File: src/rtl/vend_credit_fsm.sv
// vend_credit_fsm
// Credit controller for a vending machine. It counts coins in 5-cent units,
// decides when to vend, works out the change, and drives the 4-bit credit
// code shown on the display.
//
// Ports:
//   clk            system clock
//   reset          synchronous active-high reset
//   nickel         coin level, 1 unit (high while the coin is sensed)
//   dime           coin level, 2 units
//   quarter        coin level, 5 units
//   cancel         refund request level
//   State[3:0]     displayed credit code, 0..PRICE_UNITS
//   dispense       one-cycle pulse: vend the product
//   change_valid   one-cycle pulse: change is valid
//   change[3:0]    units to return; only meaningful with change_valid
//   coin_rejected  one-cycle pulse: a coin edge was discarded
//
// All outputs are registered, so they follow the input edge by one cycle.
module vend_credit_fsm #(
  parameter int PRICE_UNITS   = 8,
  parameter int VEND_CYCLES   = 4,
  parameter int REFUND_CYCLES = 2
) (
  input  logic       clk,
  input  logic       reset,
  input  logic       nickel,
  input  logic       dime,
  input  logic       quarter,
  input  logic       cancel,
  output logic [3:0] State,
  output logic       dispense,
  output logic       change_valid,
  output logic [3:0] change,
  output logic       coin_rejected
);

  localparam int MAX_CYCLES = (VEND_CYCLES > REFUND_CYCLES) ? VEND_CYCLES : REFUND_CYCLES;
  localparam int CNT_W      = (MAX_CYCLES > 1) ? $clog2(MAX_CYCLES) : 1;

  localparam logic [CNT_W-1:0] VEND_LOAD   = CNT_W'(VEND_CYCLES - 1);
  localparam logic [CNT_W-1:0] REFUND_LOAD = CNT_W'(REFUND_CYCLES - 1);
  localparam logic [3:0]       PRICE4      = 4'(PRICE_UNITS);
  localparam logic [4:0]       PRICE5      = 5'(PRICE_UNITS);

  typedef enum logic [1:0] {
    IDLE   = 2'd0,
    CREDIT = 2'd1,
    VEND   = 2'd2,
    REFUND = 2'd3
  } fsm_t;

  fsm_t             fsm_q, fsm_d;
  logic [3:0]       credit_q, credit_d;
  logic [3:0]       code_q, code_d;
  logic             dispense_q, dispense_d;
  logic             change_valid_q, change_valid_d;
  logic [3:0]       change_q, change_d;
  logic             coin_rejected_q, coin_rejected_d;
  logic [CNT_W-1:0] phase_q, phase_d;
  // History bit order: {cancel, quarter, dime, nickel}
  logic [3:0]       hist_q, hist_d;

  logic       ev_nickel, ev_dime, ev_quarter, ev_cancel;
  logic [1:0] coin_cnt;
  logic [4:0] coin_value;
  logic [4:0] sum;

  // Rising-edge events: the level is high now and was low last cycle.
  assign ev_nickel  = nickel  & ~hist_q[0];
  assign ev_dime    = dime    & ~hist_q[1];
  assign ev_quarter = quarter & ~hist_q[2];
  assign ev_cancel  = cancel  & ~hist_q[3];

  assign coin_cnt = {1'b0, ev_nickel} + {1'b0, ev_dime} + {1'b0, ev_quarter};

  // Only used when exactly one coin event is present.
  always_comb begin
    coin_value = 5'd0;
    if (ev_nickel)       coin_value = 5'd1;
    else if (ev_dime)    coin_value = 5'd2;
    else if (ev_quarter) coin_value = 5'd5;
  end

  // Five bits: worst case is (PRICE_UNITS-1) + 5 = 12.
  assign sum = {1'b0, credit_q} + coin_value;

  // State register
  always_ff @(posedge clk) begin
    if (reset) begin
      fsm_q           <= IDLE;
      credit_q        <= 4'd0;
      code_q          <= 4'd0;
      dispense_q      <= 1'b0;
      change_valid_q  <= 1'b0;
      change_q        <= 4'd0;
      coin_rejected_q <= 1'b0;
      phase_q         <= '0;
      hist_q          <= 4'd0;
    end else begin
      fsm_q           <= fsm_d;
      credit_q        <= credit_d;
      code_q          <= code_d;
      dispense_q      <= dispense_d;
      change_valid_q  <= change_valid_d;
      change_q        <= change_d;
      coin_rejected_q <= coin_rejected_d;
      phase_q         <= phase_d;
      hist_q          <= hist_d;
    end
  end

  // Next-state and next-output computation
  always_comb begin
    fsm_d           = fsm_q;
    credit_d        = credit_q;
    code_d          = code_q;
    dispense_d      = 1'b0;
    change_valid_d  = 1'b0;
    change_d        = change_q;
    coin_rejected_d = 1'b0;
    phase_d         = phase_q;
    // History follows the inputs in every state so a held level never
    // produces a second event, even across VEND/REFUND.
    hist_d          = {cancel, quarter, dime, nickel};

    case (fsm_q)
      IDLE, CREDIT: begin
        if (ev_cancel && (fsm_q == CREDIT)) begin
          // Cancel beats any simultaneous coin; refund is the credit held
          // before this cycle.
          change_d        = credit_q;
          change_valid_d  = 1'b1;
          credit_d        = 4'd0;
          code_d          = 4'd0;
          fsm_d           = REFUND;
          phase_d         = REFUND_LOAD;
          coin_rejected_d = (coin_cnt != 2'd0);
        end else if (coin_cnt > 2'd1) begin
          coin_rejected_d = 1'b1;
        end else if (coin_cnt == 2'd1) begin
          if (sum < PRICE5) begin
            credit_d = sum[3:0];
            code_d   = sum[3:0];
            fsm_d    = CREDIT;
          end else begin
            dispense_d     = 1'b1;
            change_valid_d = 1'b1;
            // Result is at most 4, so the low four bits are exact.
            change_d       = sum[3:0] - PRICE4;
            code_d         = PRICE4;
            credit_d       = 4'd0;
            fsm_d          = VEND;
            phase_d        = VEND_LOAD;
          end
        end
      end

      VEND, REFUND: begin
        coin_rejected_d = (coin_cnt != 2'd0);
        if (phase_q == '0) begin
          fsm_d  = IDLE;
          code_d = 4'd0;
        end else begin
          phase_d = phase_q - 1'b1;
        end
      end

      default: begin
        fsm_d = IDLE;
      end
    endcase
  end

  // Output drive
  always_comb begin
    State         = code_q;
    dispense      = dispense_q;
    change_valid  = change_valid_q;
    change        = change_q;
    coin_rejected = coin_rejected_q;
  end

endmodule

File: config.mk
export PLATFORM = sky130hd
export DESIGN_NAME = vend_credit_fsm
export DESIGN_NICKNAME = d
export VERILOG_FILES = /design/src/rtl/vend_credit_fsm.sv
export SDC_FILE = /design/constraint.sdc
export NUM_CORES = 1
export LEC_CHECK = 0
export ABC_AREA = 1
export ABC_CLOCK_PERIOD_IN_PS = 3100
export BUFFER_PORTS_ARGS = -buffer_cell sky130_fd_sc_hd__buf_2
export CAP_MARGIN = 20
export CORE_MARGIN = 1.5
export CORE_UTILIZATION = 50
export DETAILED_ROUTE_END_ITERATION = 16
export GPL_ROUTABILITY_DRIVEN = 0
export PLACE_DENSITY = 0.78
export SLEW_MARGIN = 30
export SYNTH_ARGS = -nofsm -noshare
export SYNTH_HDL_FRONTEND = slang
export SYNTH_SLANG_ARGS = --single-unit
File: constraint.sdc
create_clock -name clk -period 3.1 [get_ports clk]
set_input_delay 0.155 -clock clk [delete_from_list [all_inputs] [get_ports clk]]
set_output_delay 0.155 -clock clk [all_outputs]
set_load 0.01 [all_outputs]
==> results by stage, run 1 <==
Detailed routing:
- The routed wire length per instance is 10.9 um.
- The final route contains 1034 vias.
- The number of design-rule violations left by the first detailed-router iteration is 16.
- The met3 routed wirelength is 83 um.
- The detailed router put a total of 982 um of wire on met1.
- In the routed layout, each cell is associated on average with a via count of 5.17.
- The top routing layer in use is met4.
- The total wirelength of the detailed-routed design is 2190 um.
- The first TritonRoute pass finished after 4 iterations.
- The number of routed nets with antenna violations is 0.
- Wire segments on met2 add up to 1070 um in the final route.
- After detailed routing, the number of remaining DRC violations is 0.

Clock tree:
- The clock tree from TritonCTS is yes.
- The post-cts resize count is 0.
- No sink is reached through more buffers than the 2 on the longest clock path.
- The later-pin clock latency in the skew report is 0.32 ns.
- Hold repair after CTS inserted 0 buffers.
- The master cell of the clock root buffer is sky130_fd_sc_hd__clkbuf_4.
- The number of H-tree levels is 1.
- Buffers inserted during clock tree synthesis total 3.
- The number of sinks handled by clock tree synthesis is 23.
- Clock-pin slew was measured on the worst setup and hold paths at 0.12 ns.
- The number of setup buffers added after CTS is 0.

Synthesis:
- The portion of synthesized cell area occupied by the leading cell type is 40.3%.
- The commonest cells after synthesis are 38 x sky130_fd_sc_hd__nand2_1, 23 x sky130_fd_sc_hd__dfxtp_1, 22 x sky130_fd_sc_hd__inv_1, 16 x sky130_fd_sc_hd__nor2_1, 15 x sky130_fd_sc_hd__a21oi_1.
- Sequential elements use 40.3% of the synthesized area.
- Sorting the synthesized cells by area gives the leading types as sky130_fd_sc_hd__dfxtp_1 40%, sky130_fd_sc_hd__nand2_1 12%, sky130_fd_sc_hd__inv_1 7.2%, sky130_fd_sc_hd__a21oi_1 6.6%, sky130_fd_sc_hd__nor2_1 5.3%.
- Synthesis produced a netlist whose cell count is 156.
- The net count of the mapped netlist is 168.
- The cell area after synthesis is 1140 um2.
- In this run, synthesis inferred 0 flip-flops with an integrated enable.
- The mean post-synth cell area is 7.32 um2.
- For this run, asynchronously set or reset flops after synthesis account for 0%.
- Summed over all instances, the cell type with the most area after synthesis is sky130_fd_sc_hd__dfxtp_1.
- The most used flip-flop cell after synthesis is sky130_fd_sc_hd__dfxtp_1.
- The number of warning messages in the yosys log is 0.
- The count of cell types in the netlist is 23.
- The most frequent cell after synthesis is sky130_fd_sc_hd__nand2_1.
- Synthesis inferred 23 register bits.

Critical path:
- The data arrival time of the critical path is 2.36 ns.
- In this run the register-to-register setup slack is 0.98 ns.
- The startpoint of the worst register-to-register path is hist_q[1].
- For the worst flop-to-flop path, the logic depth is 12.
- The kind of critical path is flop to flop.
- The worst setup path is captured at a flop.
- The required arrival time at the worst endpoint is 3.33 ns.
- Of all nets on the critical path, the largest fanout is 9.
- The endpoint identified for the worst register-to-register timing path is change[2].
- STA classifies the critical path startpoint as a flop.

Timing:
- The hold violation total from the final report was 0.
- The clock period minus worst slack is 2.12 ns.
- The largest clock skew in the final design is 0.00596 ns.
- For this run, the top clock speed supported by timing is 0.471 GHz.
- Summed over all failing endpoints, the final setup total negative slack is 0 ns.
- In the finished design, the share of the clock period the worst path needs comes to 68.5%.
- Setup violations remaining at the end of the flow were counted as 0.
- Setup repair after global routing left no endpoint under its margin.
- The number of pins with negative max-slew slack in the final report is 0.
- After layout, the worst setup slack is 0.977 ns.
- For the pin with the worst max-slew slack, the measured transition is 0.464 ns.
- Headroom to the max-slew limit came out at 68.9%.

Min path:
- The worst hold path passes through 3 cells.
- The end point of the worst hold path is hist_q[1].
- The worst hold path class is input pin to flop.
- The start point of the worst min-delay path is dime.

Cells and area:
- The net count of the finished layout is 185.
- After filler insertion, the fill cell instance count of the layout stands at 228.
- The area added between synthesis and finish is 10.1%.
- The fraction of layout cells with a size suffix above 1 is 16.9%.
- The diode insertion count for antenna repair is 0.
- Leaving out filler cells and counting taps, the final layout contains 200.
- The final design utilization is 57.4%.

Run:
- Max-cap violations in this run came to 0.

Floorplanning:
- The starting density of the core is 52.1%.
- The number of standard-cell rows in the floorplan is 17.
- The area of the die is 2580 um2.
- From bottom edge to top edge, the die measures 50.8 um.
- The width of the die is 50.8 um.
- The core box area is 2190 um2.
- The number of top-level pins is 17.

Global routing:
- The first-pass GRT wire length is 3720 um.
- The via count of the first global-routing pass is 917.
- Entering global routing, the biggest net connects 18 pins.
- The number of antenna violations at the first check in global routing is 0.
- The total overflow left after global routing is 0.
- Across every metal layer, demand over resource in global routing totals 19.2%.

Power and ir drop:
- The static leakage is 0.632 nW.
- The highest ir drop seen on vdd is 0.226 mV.
- Dividing total power by cell area gives a power density of 513 nW/um2.

Placed design:
- Input and output buffers added on the ports amount to 16.
- Summed over all nets, the half-perimeter wirelength after detailed placement is 1680 um.
- The worst slack at placement is 0.983 ns.
- The count of placed standard cells including taps is 196.

Outcome:
- The flow ran to the end, and the final reports show no timing, DRC or antenna violations.
-- metrics by stage --
stage          area (um2)  total power, mW  hold slack [ns]
2_1_floorplan        1140            0.474            0.262
3_3_place_gp         1230            0.504            0.367
3_5_place_dp         1230            0.509            0.383
4_1_cts              1260            0.648           0.0412
5_1_grt              1260            0.681           0.0606
6_report             1260            0.645           0.0362
-- worst max-delay path, cell delays in order (launching register included) --
cell,delay (ns)
sky130_fd_sc_hd__dfxtp_1,0.32
sky130_fd_sc_hd__or2_2,0.32
sky130_fd_sc_hd__nor2_1,0.14
sky130_fd_sc_hd__inv_1,0.08
sky130_fd_sc_hd__fa_1,0.41
sky130_fd_sc_hd__nor2_1,0.16
sky130_fd_sc_hd__nor2_1,0.06
sky130_fd_sc_hd__nand2_1,0.07
sky130_fd_sc_hd__nand2_2,0.10
sky130_fd_sc_hd__nand2_2,0.17
sky130_fd_sc_hd__nand3b_1,0.10
sky130_fd_sc_hd__nand2_1,0.07
sky130_fd_sc_hd__nor2_1,0.04
-- flip-flops by register name, indices dropped and copies added, names as in the netlist --
| register | count |
|---|---|
| change | 4 |
| change_valid | 1 |
| credit_q | 4 |
| dispense | 1 |
| fsm_q | 2 |
| hist_q | 4 |
| coin_rejected | 1 |
| State | 4 |
| phase_q | 2 |
-- worst max path at each step --
stage	start	endpoint	slack, ns	cells after the start
finish	hist_q[1]	change[2]	0.98	12
global route	hist_q[1]	change[0]	0.76	12
CTS	hist_q[1]	change[2]	0.96	12
detailed placement	hist_q[1]	change[2]	0.98	12
global placement	hist_q[0]	change[1]	1.07	14
floorplan	hist_q[1]	change[3]	1.18	12
-- cells by family (layout without fill, tap and decap cells) --
group,count (synthesis),after routing,share of synthesized area [%]
adders and majority gates,6,6,7.89
buffers and inverters,27,43,10.1
AOI/OAI and AO/OA,19,19,8.32
DFF,23,23,40.3
and+or+nand+nor,81,81,33.4
-- routing by layer --
metal | vias to the layer above | GRT usage [%]
met5 | - | 0
met4 | 0 | 10.4
met3 | 5 | 2.68
met2 | 24 | 32.7
met1 | 478 | 23.1
li1 | 527 | -
-- where the power goes --
part           switching (mW)  internal, mW
logic                   0.108        0.0603
registers              0.0149         0.320
clock network          0.0919        0.0505
total                   0.214         0.431
-- cells in the final DEF (no fill, tap or decap) --
cell type and n:
sky130_fd_sc_hd__a21oi_1 15, sky130_fd_sc_hd__buf_2 16, sky130_fd_sc_hd__clkbuf_1 1, sky130_fd_sc_hd__clkbuf_4 3, sky130_fd_sc_hd__dfxtp_1 23, sky130_fd_sc_hd__fa_1 2, sky130_fd_sc_hd__ha_1 4, sky130_fd_sc_hd__inv_1 22
sky130_fd_sc_hd__inv_4 1, sky130_fd_sc_hd__nand2_1 38, sky130_fd_sc_hd__nand2_2 3, sky130_fd_sc_hd__nand2_4 1, sky130_fd_sc_hd__nand3_1 9, sky130_fd_sc_hd__nand3_2 1, sky130_fd_sc_hd__nand3b_1 4, sky130_fd_sc_hd__nand4_1 1
sky130_fd_sc_hd__nand4_2 2, sky130_fd_sc_hd__nor2_1 16, sky130_fd_sc_hd__nor2_2 1, sky130_fd_sc_hd__nor3_1 4, sky130_fd_sc_hd__o21ai_0 2, sky130_fd_sc_hd__o21ai_1 2, sky130_fd_sc_hd__or2_2 1
-- final cells by class --
| cell class | instances | area (um2) | area share (%) |
|---|---|---|---|
| sequential | 23 | 460 | 36.6 |
| timing repair buffer | 16 | 80.1 | 6.37 |
| clock buffer | 4 | 26.3 | 2.09 |
| inverter | 23 | 88.8 | 7.06 |
| tap | 28 | 35.0 | 2.79 |
| multi-input combinational | 106 | 567 | 45.1 |
Power figures use the tool's default switching activity.
==> inputs of run 2 (changes only) <==
--- a/config.mk
+++ b/config.mk
@@ -6,14 +6,14 @@
 export NUM_CORES = 1
 export LEC_CHECK = 0
 export ABC_AREA = 1
-export ABC_CLOCK_PERIOD_IN_PS = 3100
+export ABC_CLOCK_PERIOD_IN_PS = 1800
 export BUFFER_PORTS_ARGS = -buffer_cell sky130_fd_sc_hd__buf_2
 export CAP_MARGIN = 20
 export CORE_MARGIN = 1.5
-export CORE_UTILIZATION = 50
+export CORE_UTILIZATION = 49
 export DETAILED_ROUTE_END_ITERATION = 16
 export GPL_ROUTABILITY_DRIVEN = 0
-export PLACE_DENSITY = 0.78
+export PLACE_DENSITY = 0.8
 export SLEW_MARGIN = 30
 export SYNTH_ARGS = -nofsm -noshare
 export SYNTH_HDL_FRONTEND = slang
==> constraint.sdc (replaced) <==
create_clock -name clk -period 1.8 [get_ports clk]
set_input_delay 0.09 -clock clk [delete_from_list [all_inputs] [get_ports clk]]
set_output_delay 0.09 -clock clk [all_outputs]
set_load 0.01 [all_outputs]
==> results by stage, run 2 (same netlist as run 1, synthesis figures left out) <==
Outcome:
- The flow ran to the end, but the final reports show violations.
- The checks that failed: negative hold slack, negative setup slack.

Cells and area:
- The diode insertion count for antenna repair is 0 (unchanged).
- The fraction of layout cells with a size suffix above 1 was 43.8% (+27 points).
- The non-filler instance count after layout is 213 (+6.5%).
- The final design utilization is 71.4% (+14 points).
- The net count of the finished layout was 198 (+7.0%).
- The sequential cell area in the final layout is 463 um2 (+0.54%).
- The area added between synthesis and finish is 38.3%.
- Leaving out fill and tap cells, the most frequent cell in the layout is sky130_fd_sc_hd__nand2_1.
- The multi-input logic area is 769 um2 (+36%).
- The library cells used most frequently in the layout, excluding fill and tap cells, are 29 x sky130_fd_sc_hd__nand2_1, 21 x sky130_fd_sc_hd__dfxtp_1, 16 x sky130_fd_sc_hd__inv_1, 16 x sky130_fd_sc_hd__buf_2, 10 x sky130_fd_sc_hd__nor2_1.
- The number of inserted filler cells in the final layout is 177 (-22%).

Critical path:
- The reg2reg setup slack is -0.18 ns (-1.16 ns).
- The required arrival time at the worst endpoint is 2.05 ns (-1.28 ns).
- The cell depth of the worst flop-to-flop path is 14 (+2).
- The endpoint of the worst-slack reg-to-reg timing path is phase_q[1].
- The data arrival time of the critical path came to 2.24 ns (-0.12 ns).
- The critical path starts at hist_q[1].
- The biggest fanout along the worst timing path is 7 (-2).
- STA classifies the critical path endpoint as a flop.
- In this run the critical register-to-register path is launched from hist_q[1].
- The kind of critical path is flop to flop.
- The worst setup path is launched from a flop.

Detailed routing:
- The number of routed nets with antenna violations is 0 (unchanged).
- The total wirelength of the detailed-routed design is 2900 um (+33%).
- The ratio of routed vias to standard cells is 5.31 (+2.8%).
- The number of design-rule violations left by the first detailed-router iteration was 29 (+13).
- The length of the first detailed-routing pass in iterations is 4 (unchanged).
- The number of design rule violations left after detail routing came to 0 (unchanged).
- The routed wire length per instance came to 13.6 um (+24%).
- The via count of the routed design is 1132 (+9.5%).

Timing:
- The final cycle utilization of the critical path came to 110% (+42 points).
- The smallest setup slack after layout is -0.185 ns (-1.16 ns).
- The largest clock skew in the final design was 0.00673 ns (+0.000765 ns).
- The tightest slew margin relative to the limit is 71.3% (+2.4 points).
- Setup repair after global routing could not meet its margin everywhere.
- The transition at the pin with the smallest max-transition slack is 0.428 ns (-0.0359 ns).
- The top achievable clock speed was 0.504 GHz (+7.0%).
- The summed negative setup slack over all endpoints was -1.70 ns (-1.70 ns).
- The number of pins with negative max-slew slack in the final report is 0 (unchanged).
- The clock period minus worst slack is 1.98 ns (-0.138 ns).
- The worst hold slack is -0.00515 ns (-0.0413 ns).
- The count of endpoints failing setup in the final report was 17 (+17).
- The hold violation total from the final report is 1 (+1).

Global routing:
- The via count of the first global-routing pass is 1028 (+12%).
- The global-route total usage across every layer is 21.6% (+2.5 points).
- The met3 usage is 2.92% (+0.25 points).
- The maximum number of pins on one net before global-route repair came to 18 (unchanged).
- The met2 track utilization from global routing is 39.4% (+6.7 points).
- met2 is the most crowded layer.
- The total overflow reported by the global router is 0 (unchanged).
- The first-pass GRT wire length was 4330 um (+17%).
- The number of antenna violations at the first check in global routing is 0 (unchanged).
- The global routing met1 resource utilization is 25.7% (+2.5 points).

Clock tree:
- The maximum clock path buffer count is 2 (unchanged).
- The total clock buffers created by CTS is 3 (unchanged).
- The master cell of the clock root buffer is sky130_fd_sc_hd__clkbuf_4.
- The number of sinks handled by clock tree synthesis is 23 (unchanged).
- TritonCTS built the clock tree.
- The clock-pin slew of the registers on the worst-case setup and hold paths came to 0.14 ns (+0.02 ns).
- The later-pin clock latency in the skew report was 0.32 ns (about the same).
- The number of H-tree levels is 1 (unchanged).

Min path:
- The start point of the worst min-delay path is cancel.
- The worst hold path stage count came to 3 (unchanged).
- The end point of the worst hold path is hist_q[3].
- The tightest min-delay check is of the input pin to flop type.

Floorplanning:
- The width of the die came to 51.3 um (+0.95%).
- The starting density of the core came to 51.6% (-0.50 points).
- The number of top-level pins is 17 (unchanged).
- The die extent in y is 51.3 um (+0.95%).
- The core box area was 2210 um2 (+0.97%).
- The number of standard-cell rows in the floorplan was 17 (unchanged).
- The area of the die is 2630 um2 (+1.9%).

Power and ir drop:
- The highest ir drop seen on vdd is 0.524 mV (+130%).
- The combinational share of power came to 35.3% (+9.3 points).
- The static leakage came to 0.746 nW (+18%).
- The ratio of total power to cell area is 818 nW/um2 (+60%).
- The switching share of total power is 36.2% (+3.0 points).
- The portion of total power attributed to sequential cells is 45.0% (-6.9 points).
- The power spent charging and discharging nets is 0.468 mW (+120%).
- The total power draw is 1.29 mW (+100%).
- The internal power consumption is 0.825 mW (+92%).
- The clock network fraction of design power came to 19.7% (-2.4 points).

Placed design:
- The number of port buffers is 16 (unchanged).
- The worst slack at placement is -0.193 ns (-1.18 ns).
- The total half-perimeter wirelength after legalization and detailed placement is 1760 um (+4.6%).
- The count of placed standard cells including taps came to 203 (+3.6%).

Run:
- The max-cap check violation count is 0 (unchanged).
==> run 2: cell types whose count changed in the layout (fill, tap and decap cells not counted), sizes merged <==
cell         previous run  this run
buf                    16        27
clkinv                  0         2
clkbuf                  4         3
dlygate4sd3             0         1
inv                    23        22
nand2                  42        43
==> run 2: layer usage <==
layer	part of all wire [%]	vias up	wire, um
li1	-	552	-
met1	42	536	1220
met2	51	32	1480
met3	3.7	12	108
met4	3.2	0	92
met5	0	-	0
==> run 2: metrics by stage <==
step | hold WS [ns] | instance area [um2]
floorplan | 0.197 | 1160
global placement | 0.315 | 1300
detailed placement | 0.326 | 1300
CTS | 0.00250 | 1430
global route | 0.0185 | 1580
finish | -0.00515 | 1580
==> run 2: timing repair <==
action / 4_1_cts / 5_1_grt
gates resized for setup: 25 / 28
cloned: 0 / 1
endpoints found under the setup margin: 17 / 18
hold buffers: 1 / 0
pin swaps: 15 / 8
setup buffers: 1 / 3
endpoints found under the hold margin: 1 / 0
==> run 2: final cells by class <==
class | count | share of cell area [%]
Clock buffer | 3 | 1.43
Tap cell | 28 | 2.22
Sequential cell | 23 | 29.3
Multi-Input combinational cell | 107 | 48.7
Timing Repair Buffer | 28 | 11.6
Clock inverter | 1 | 0.317
Inverter | 23 | 6.41
==> run 2: how the worst max path moves through the flow <==
stage	slack, ns	to
after CTS	-0.13	State[2]
after detailed placement	-0.19	State[2]
after global routing	-0.29	phase_q[1]
after floorplan	0.004	phase_q[1]
final	-0.18	phase_q[1]
after global placement	-0.09	credit_q[2]
==> run 2: power groups by stage <==
stage	logic, mW	clock network [mW]	registers [mW]
detailed placement	0.322	0	0.588
global route	0.497	0.276	0.587
floorplan	0.231	0	0.592
CTS	0.361	0.246	0.579
finish	0.456	0.255	0.582
global placement	0.314	0	0.586
==> run 2: worst max-delay path, cell delays in order, from the launching register on <==
cell and delay (ns):
sky130_fd_sc_hd__dfxtp_2 0.34, sky130_fd_sc_hd__or2_4 0.25, sky130_fd_sc_hd__nand3_4 0.08, sky130_fd_sc_hd__nand2_4 0.05
sky130_fd_sc_hd__ha_4 0.15, sky130_fd_sc_hd__inv_2 0.05, sky130_fd_sc_hd__fa_2 0.23, sky130_fd_sc_hd__nor2_4 0.04
sky130_fd_sc_hd__nor2_2 0.08, sky130_fd_sc_hd__nand2_2 0.09, sky130_fd_sc_hd__nand2_8 0.14, sky130_fd_sc_hd__nand3_4 0.11
sky130_fd_sc_hd__nand3_2 0.08, sky130_fd_sc_hd__nand2_1 0.07, sky130_fd_sc_hd__nor2_1 0.14
